===== src/rtl/muldiv_ctrl.sv =====
// Iterative radix-2 multiply / restoring divide sequencer that owns the HI/LO registers.
// Optional MULDIV_EARLY_OUT_EN: multiplies finish once the remaining multiplier bits are all zero.
module muldiv_ctrl #(
    parameter int unsigned WIDTH = 32,
    parameter int unsigned CNT_W = 6
) (
    input  logic             clk,
    input  logic             rst_n,
    input  logic             start,
    input  logic [1:0]       op,
    input  logic [WIDTH-1:0] src_a,
    input  logic [WIDTH-1:0] src_b,
    input  logic             hilo_we,
    input  logic             hilo_sel,
    input  logic [WIDTH-1:0] wdata,
    input  logic             rd_req,
    input  logic             cancel,
    output logic [WIDTH-1:0] hi,
    output logic [WIDTH-1:0] lo,
    output logic             busy,
    output logic             done,
    output logic             md_stall
);

    typedef enum logic [1:0] {IDLE, CALC, FIX} state_t;

    state_t           state;
    logic [CNT_W-1:0] cnt;
    logic [CNT_W-1:0] cnt_nxt;
    logic [1:0]       op_q;
    logic             sign_a;
    logic             sign_b;
    logic             div_zero;
    logic [WIDTH-1:0] opnd;
    logic [WIDTH-1:0] acc_hi;
    logic [WIDTH-1:0] acc_lo;
    logic [WIDTH-1:0] orig_a;

    logic             is_div;
    logic             in_sign_a;
    logic             in_sign_b;
    logic [WIDTH-1:0] abs_a;
    logic [WIDTH-1:0] abs_b;

    logic [WIDTH:0]   mul_sum;
    logic [WIDTH:0]   div_shift;
    logic [WIDTH-1:0] div_diff;
    logic             div_ge;
    logic [WIDTH-1:0] nxt_hi;
    logic [WIDTH-1:0] nxt_lo;
    logic             last_iter;

    logic [2*WIDTH-1:0] prod;
    logic [2*WIDTH-1:0] prod_fix;
    logic [WIDTH-1:0]   quo_fix;
    logic [WIDTH-1:0]   rem_fix;
    logic [WIDTH-1:0]   fix_hi;
    logic [WIDTH-1:0]   fix_lo;

    assign is_div    = op_q[1];
    assign in_sign_a = ~op[0] & src_a[WIDTH-1];
    assign in_sign_b = ~op[0] & src_b[WIDTH-1];
    assign abs_a     = in_sign_a ? -src_a : src_a;
    assign abs_b     = in_sign_b ? -src_b : src_b;
    assign cnt_nxt   = cnt + CNT_W'(1);
    assign md_stall  = busy & (start | hilo_we | rd_req);

    // acc_hi:acc_lo is the product (multiply) or remainder:dividend/quotient (divide)
    always_comb begin
        mul_sum   = {1'b0, acc_hi} + (acc_lo[0] ? {1'b0, opnd} : '0);
        div_shift = {acc_hi, acc_lo[WIDTH-1]};
        div_ge    = div_shift >= {1'b0, opnd};
        div_diff  = div_shift[WIDTH-1:0] - opnd;
        if (is_div) begin
            nxt_hi = div_ge ? div_diff : div_shift[WIDTH-1:0];
            nxt_lo = {acc_lo[WIDTH-2:0], div_ge};
        end else begin
            nxt_hi = mul_sum[WIDTH:1];
            nxt_lo = {mul_sum[0], acc_lo[WIDTH-1:1]};
        end
        last_iter = (cnt == CNT_W'(WIDTH - 1));
`ifdef MULDIV_EARLY_OUT_EN
        // low (WIDTH-cnt-1) bits of nxt_lo are the multiplier bits not yet consumed
        if (!is_div && ((nxt_lo & ({WIDTH{1'b1}} >> cnt_nxt)) == '0))
            last_iter = 1'b1;
`endif
    end

    always_comb begin
        prod = {acc_hi, acc_lo};
`ifdef MULDIV_EARLY_OUT_EN
        prod = prod >> (CNT_W'(WIDTH) - cnt);
`endif
        prod_fix = (sign_a ^ sign_b) ? -prod : prod;
        quo_fix  = (sign_a ^ sign_b) ? -acc_lo : acc_lo;
        rem_fix  = sign_a ? -acc_hi : acc_hi;
        if (!is_div) begin
            {fix_hi, fix_lo} = prod_fix;
        end else if (div_zero) begin
            fix_hi = orig_a;
            fix_lo = '1;
        end else begin
            fix_hi = rem_fix;
            fix_lo = quo_fix;
        end
    end

    always_ff @(posedge clk) begin
        if (!rst_n) begin
            state <= IDLE;
            cnt   <= '0;
            hi    <= '0;
            lo    <= '0;
            busy  <= 1'b0;
            done  <= 1'b0;
        end else begin
            case (state)
                IDLE: begin
                    if (start) begin
                        op_q     <= op;
                        sign_a   <= in_sign_a;
                        sign_b   <= in_sign_b;
                        div_zero <= op[1] & (src_b == '0);
                        orig_a   <= src_a;
                        acc_hi   <= '0;
                        acc_lo   <= op[1] ? abs_a : abs_b;
                        opnd     <= op[1] ? abs_b : abs_a;
                        cnt      <= '0;
                        state    <= CALC;
                        busy     <= 1'b1;
                    end else if (hilo_we) begin
                        if (hilo_sel) hi <= wdata;
                        else          lo <= wdata;
                    end
                end
                CALC: begin
                    if (cancel) begin
                        state <= IDLE;
                        busy  <= 1'b0;
                    end else begin
                        acc_hi <= nxt_hi;
                        acc_lo <= nxt_lo;
                        cnt    <= cnt_nxt;
                        if (last_iter) begin
                            state <= FIX;
                            done  <= 1'b1;
                        end
                    end
                end
                FIX: begin
                    state <= IDLE;
                    busy  <= 1'b0;
                    done  <= 1'b0;
                    if (!cancel) begin
                        hi <= fix_hi;
                        lo <= fix_lo;
                    end
                end
                default: begin
                    state <= IDLE;
                    busy  <= 1'b0;
                    done  <= 1'b0;
                end
            endcase
        end
    end

endmodule


===== config.mk =====
export PLATFORM = sky130hd
export DESIGN_NAME = muldiv_ctrl
export DESIGN_NICKNAME = d
export VERILOG_FILES = /design/src/rtl/muldiv_ctrl.sv
export SDC_FILE = /design/constraint.sdc
export NUM_CORES = 1
export LEC_CHECK = 0
export ABC_CLOCK_PERIOD_IN_PS = 8830
export CAP_MARGIN = 20
export CORE_MARGIN = 5
export CORE_UTILIZATION = 63
export DETAILED_ROUTE_END_ITERATION = 12
export PLACE_DENSITY_LB_ADDON = 0.3
export REMOVE_ABC_BUFFERS = 1
export SLEW_MARGIN = 30
export SYNTH_ARGS = -nofsm -noshare
export SYNTH_HDL_FRONTEND = slang
export SYNTH_SLANG_ARGS = --single-unit

===== constraint.sdc =====
create_clock -name clk -period 8.83 [get_ports clk]
set_input_delay 1.766 -clock clk [delete_from_list [all_inputs] [get_ports clk]]
set_output_delay 1.766 -clock clk [all_outputs]
set_load 0.05 [all_outputs]

# Yosys cells after proc, flatten, opt, wreduce, memory -nomap -nowiden
# Cells that the tools add are included.
[word_totals]
reg_bits = 207
latchBits = 0
ram_bits = 0
romBits = 0
input_bits = 105
out_inout_bits = 67
wordCells = 101
memories = 0
[op_classes]
n_addsub = 8
multipliers = 0
div = 0
order_cmp = 1
eq_ne = 13
n_shift = 0
muxes = 44
n_bitwise = 9
reduce_logical = 12
[op_table]
columns = ["cell", "n"]
rows = [
  ["$mux W32", 26],
  ["$pmux W32 S2", 4],
  ["$neg A32 Y32", 4],
  ["$mux W64", 1],
  ["$neg A64 Y64", 1],
  ["$add A32 B32 Y33", 1],
  ["$ge A33 B32 Y1", 1],
  ["$logic_not A32 Y1", 1],
  ["$sub A32 B32 Y32", 1],
  ["$ne A2 B2 Y1 const B", 9],
  ["$mux W6", 2],
  ["$pmux W6 S2", 1],
  ["$reduce_and A5 Y1", 2],
  ["$reduce_and A3 Y1", 3],
  ["$add A6 B1 Y6 const B", 1],
  ["$eq A6 B5 Y1 const B", 1],
  ["$mux W2", 3],
  ["$and A1 B1 Y1", 4],
  ["$mux W1", 4],
  ["$pmux W1 S2", 2],
  ["$pmux W2 S2", 1],
  ["$reduce_and A2 Y1", 2],
  ["$reduce_and A4 Y1", 1],
  ["$reduce_bool A2 Y1", 2],
  ["7 further kinds", 9],
]

# Logic depth before layout (Yosys ltp)
[depth]
depth_word = 6
mapped_depth = 14
depth_no_buf = 12

# Least setup slack after synthesis
# OpenSTA, ideal clock, no wires.
[synth_timing]
path_type = "input-to-reg"
start = "in rst_n"
end = "reg div_zero (enable)"
setup_time_ns = 0.494
arrival_ns = 4.950
t_required_ns = 8.336
setup_slack_ns = 3.386
path_stages = 3
n_path_buf = 1
cell_sequence = "clkbuf_1 > nand2b_1 > nor2_1"
[synth_via]
elab_chain_len = 1
[synth_lines]
columns = ["element", "line", "source"]
rows = [
  ["start, declared", "8", "input logic rst_n,"],
  ["$reduce_and A3 Y1 (no source line)", "--", ""],
  ["end signal, assigned", "123", "div_zero <= op[1] & (src_b == '0);"],
  ["end, declared", "33", "logic div_zero;"],
]
# Every way passes these cells.
# A chain may end at the register's enable or synchronous reset.

# Worst setup path in the final report
[layout_timing]
start = "in start"
end = "out md_stall"
[layout_via]
elab_chain_len = 3
[layout_lines]
columns = ["element", "line", "source"]
rows = [
  ["start, declared", "9", "input logic start,"],
  ["$or A1 B1 Y1 (2 in a row)", "66", "assign md_stall = busy & (start | hilo_we | rd_req);"],
  ["$and A1 B1 Y1", "66", ""],
  ["end, declared", "22", "output logic md_stall"],
]
# Every way passes these cells.

==> flow_metrics.py <==
metrics = {
    "status": {
        "status": "finished clean",
    },
    "synth": {
        "syn_area_per_cell_um2": 8.03,
        "syn_inst": 2100,
        "synth_compound_area_share_pct": 25.1,
        "yosysWarningCount": 0,
        "synth_simple_gate_area_share_pct": 19.2,
        "synth_adder_area_share_pct": 5.36,
        "ys.flop_type": "edfxtp_1",
        "synth_seq_cells": 206,
        "synthArstFlopShare_pct": 0,
        "synth_xor_area_share_pct": 8.83,
        "yosysSeqAreaShare_pct": 32.3,
        "synth_top_family_by_area": "compound AO/OA/AOI/OAI gates",
        "synth.cell_area_um2": 16900,
        "synth.mux.area_fraction_pct": 4.78,
        "synth_edf_count": 132,
        "synth_cell_types": 82,
    },
    "cts": {
        "numCtsBuffers": 24,
        "cts_tree": "built",
        "htree_levels": 1,
        "post_cts.repair.setup_buffers": 0,
        "cts_root_buf": "clkbuf_16",
        "clockBufferDepth": 3,
        "clk_pin_slew_worst_paths_ps": 60,
        "cts.sinks": 206,
        "cts_hold_buf": 0,
        "cts_resized": 0,
        "clkLatencyLatePin_ps": 550,
    },
    "power_and_ir_drop": {
        "swShare_pct": 32.6,
        "power_frac_seq_pct": 37.8,
        "pwr-share-clk_pct": 36.2,
        "finalPower_uw": 3040,
        "p_sw_uw": 992,
        "p_int_uw": 2050,
        "p_leak_uw": 0.00736,
        "peakVddDrop_v": 0.000179,
        "power.density_nw_per_um2": 155,
        "power_frac_comb_pct": 26.1,
    },
    "placement": {
        "place_ws_ps": 3600,
        "place_area_um2": 18700,
        "port_buffers": 171,
        "gp_congestion": 1.01,
        "hpwl_um": 44900,
    },
    "routing": {
        "ant_nets": 0,
        "wl_met1_um": 23200,
        "route.detailed.drc": 0,
        "wl_met2_um": 27200,
        "via_count": 17700,
        "dr.pass1.iters": 6,
        "highest_layer": "met5",
        "initialDrtViolationCount": 2520,
        "avgViaCountPerCell": 6.95,
        "wl_per_cell_um": 24.1,
        "dr_wl_met3_um": 6770,
        "totalWireLength_um": 61400,
    },
    "sta": {
        "rsz0062_at_grt": "no",
        "tns_ps": 0,
        "worst_slack_ps": 3820,
        "setup_viol": 0,
        "slew_headroom_pct": 26.7,
        "fin_hold_ws_ps": 453,
        "slew_violations": 0,
        "worst_slew_pin_slew_ps": 1090,
        "timing.final.crit_share_pct": 56.7,
        "hold_violations": 0,
        "timing.fmax_mhz": 200,
        "period_needed_ps": 5010,
        "fin_skew_ps": 32.2,
    },
    "floorplan": {
        "dieWidth_um": 174,
        "initial_core_util_pct": 64.4,
        "ios": 172,
        "dieArea_um2": 30100,
        "fp.dieH_um": 174,
        "rows": 59,
        "core_um2": 26200,
    },
    "global_routing": {
        "grt_usage_pct": 38.7,
        "grt_pass1_vias": 16600,
        "grt_pass1_wl_um": 93500,
        "antenna_found_initial": 4,
        "grt-ovfl-total": 0,
        "grt_max_degree": 69,
    },
    "layout": {
        "fillers": 1997,
        "layout_common_cells": "253 x a21oi_1, 216 x nand2_1, 201 x nor2_1",
        "drive_gt1_share_pct": 4.53,
        "fin_area_um2": 19600,
        "layout.nets": 2364,
        "area_growth_pct": 16.4,
        "layout_commonest_cell": "a21oi_1",
    },
    "worst_setup_path": {
        "cpMaxStageDelayCell": "clkdlybuf4s50_1",
        "start_kind": "primary input",
        "cp_common_cell": "clkdlybuf4s50_1",
        "end_kind": "output pin",
        "crit_path_cell_trace": "clkdlybuf4s50_1 > o31a_1 > clkdlybuf4s50_1",
        "cp_slowest_stage_delay_ps": 800,
        "critPathKind": "primary input to output pin",
        "cp.required_ps": 7060,
        "crit_fanout": 3,
        "critPathArrivalTime_ps": 3240,
    },
    "flow_run": {
        "drv_cap": 0,
    },
    "min_path": {
        "hold_class": "flip-flop to flip-flop",
    },
}
-- synth_stat cells, types with 23 or more instances --
master,instances,area share [%]
dfxtp_1,74,8.8
a21o_1,30,1.3
edfxtp_1,132,23
xor2_1,77,4.0
nor2_1,205,4.6
ha_1,69,5.1
o221ai_1,34,1.8
a31oi_1,36,1.3
nand3_1,38,1.1
a21oi_1,253,7.5
nand2_1,218,4.9
mux2i_1,75,4.5
inv_1,64,1.4
xnor2_1,93,4.8
and3_1,23,0.85
o21ai_0,150,4.5
o31ai_1,23,1.0
o211ai_1,25,1.1
nor4_1,24,0.89
clkbuf_1,120,2.7
nor3_1,46,1.4
nand2b_1,26,0.96
-- per-layer routing --
| metal | GRT usage [%] | vias to the layer above |
|---|---|---|
| li1 | - | 7920 |
| met1 | 50.0 | 8289 |
| met2 | 60.4 | 1224 |
| met3 | 8.09 | 249 |
| met4 | 22.2 | 2 |
| met5 | 0 | - |
-- per-stage QoR --
stage,std cells,util [%]
2_1_floorplan,1966,-
3_3_place_gp,2497,71.5
3_5_place_dp,2497,71.5
4_1_cts,2541,74.8
5_1_grt,2543,74.9
6_report,2544,74.9
-- kinds of logic (layout without fill, tap and decap cells) --
group / after synthesis / in the layout
AOI/OAI and AO/OA: 689 / 689
xor gates and xnor gates: 170 / 170
adders and majority gates: 71 / 71
buffers and inverters: 201 / 307
DFF: 206 / 206
muxes: 80 / 80
other: 0 / 3
and+or+nand+nor: 683 / 683
-- cell type report --
type / count / area (um2) / share of cell area (%)
clock inverter: 13 / 159 / 0.810
sequential: 206 / 5450 / 27.7
timing repair buffer: 196 / 1900 / 9.67
multi-input combinational: 1693 / 10700 / 54.7
inverter: 67 / 251 / 1.28
clock buffer: 31 / 711 / 3.62
antenna: 3 / 7.51 / 0.0383
tap: 335 / 419 / 2.14
-- sequential cells by signal (all words and copies together), names as in the netlist, 2 cells and up --
| signal | cells |
|---|---|
| acc_hi | 32 |
| acc_lo | 32 |
| cnt | 6 |
| hi | 32 |
| lo | 32 |
| opnd | 32 |
| orig_a | 32 |
| state | 2 |
-- power by group through the flow --
stage	registers, uW	logic, uW	clock network, uW
finish	1150	793	1100
detailed placement	1170	764	0
floorplan	1190	470	0
global placement	1160	747	0
global route	1150	849	1140
CTS	1150	770	1100
-- critical path: cells and delay by family --
family	cells	cell delay [ps]
AO/OA/AOI/OAI	1	160
buffers and inverters	2	1310
-- final timing paths --
kind	cells past startpoint	endpoint	slack [ps]	start
worst max register to register	11	acc_hi[5]	4170	acc_hi[2]
worst max-delay path	3	md_stall	3820	start
worst min register to register	2	lo[7]	450	lo[7]
worst min-delay path	2	lo[7]	450	lo[7]
No activity file was read; power rests on OpenSTA's default activity.
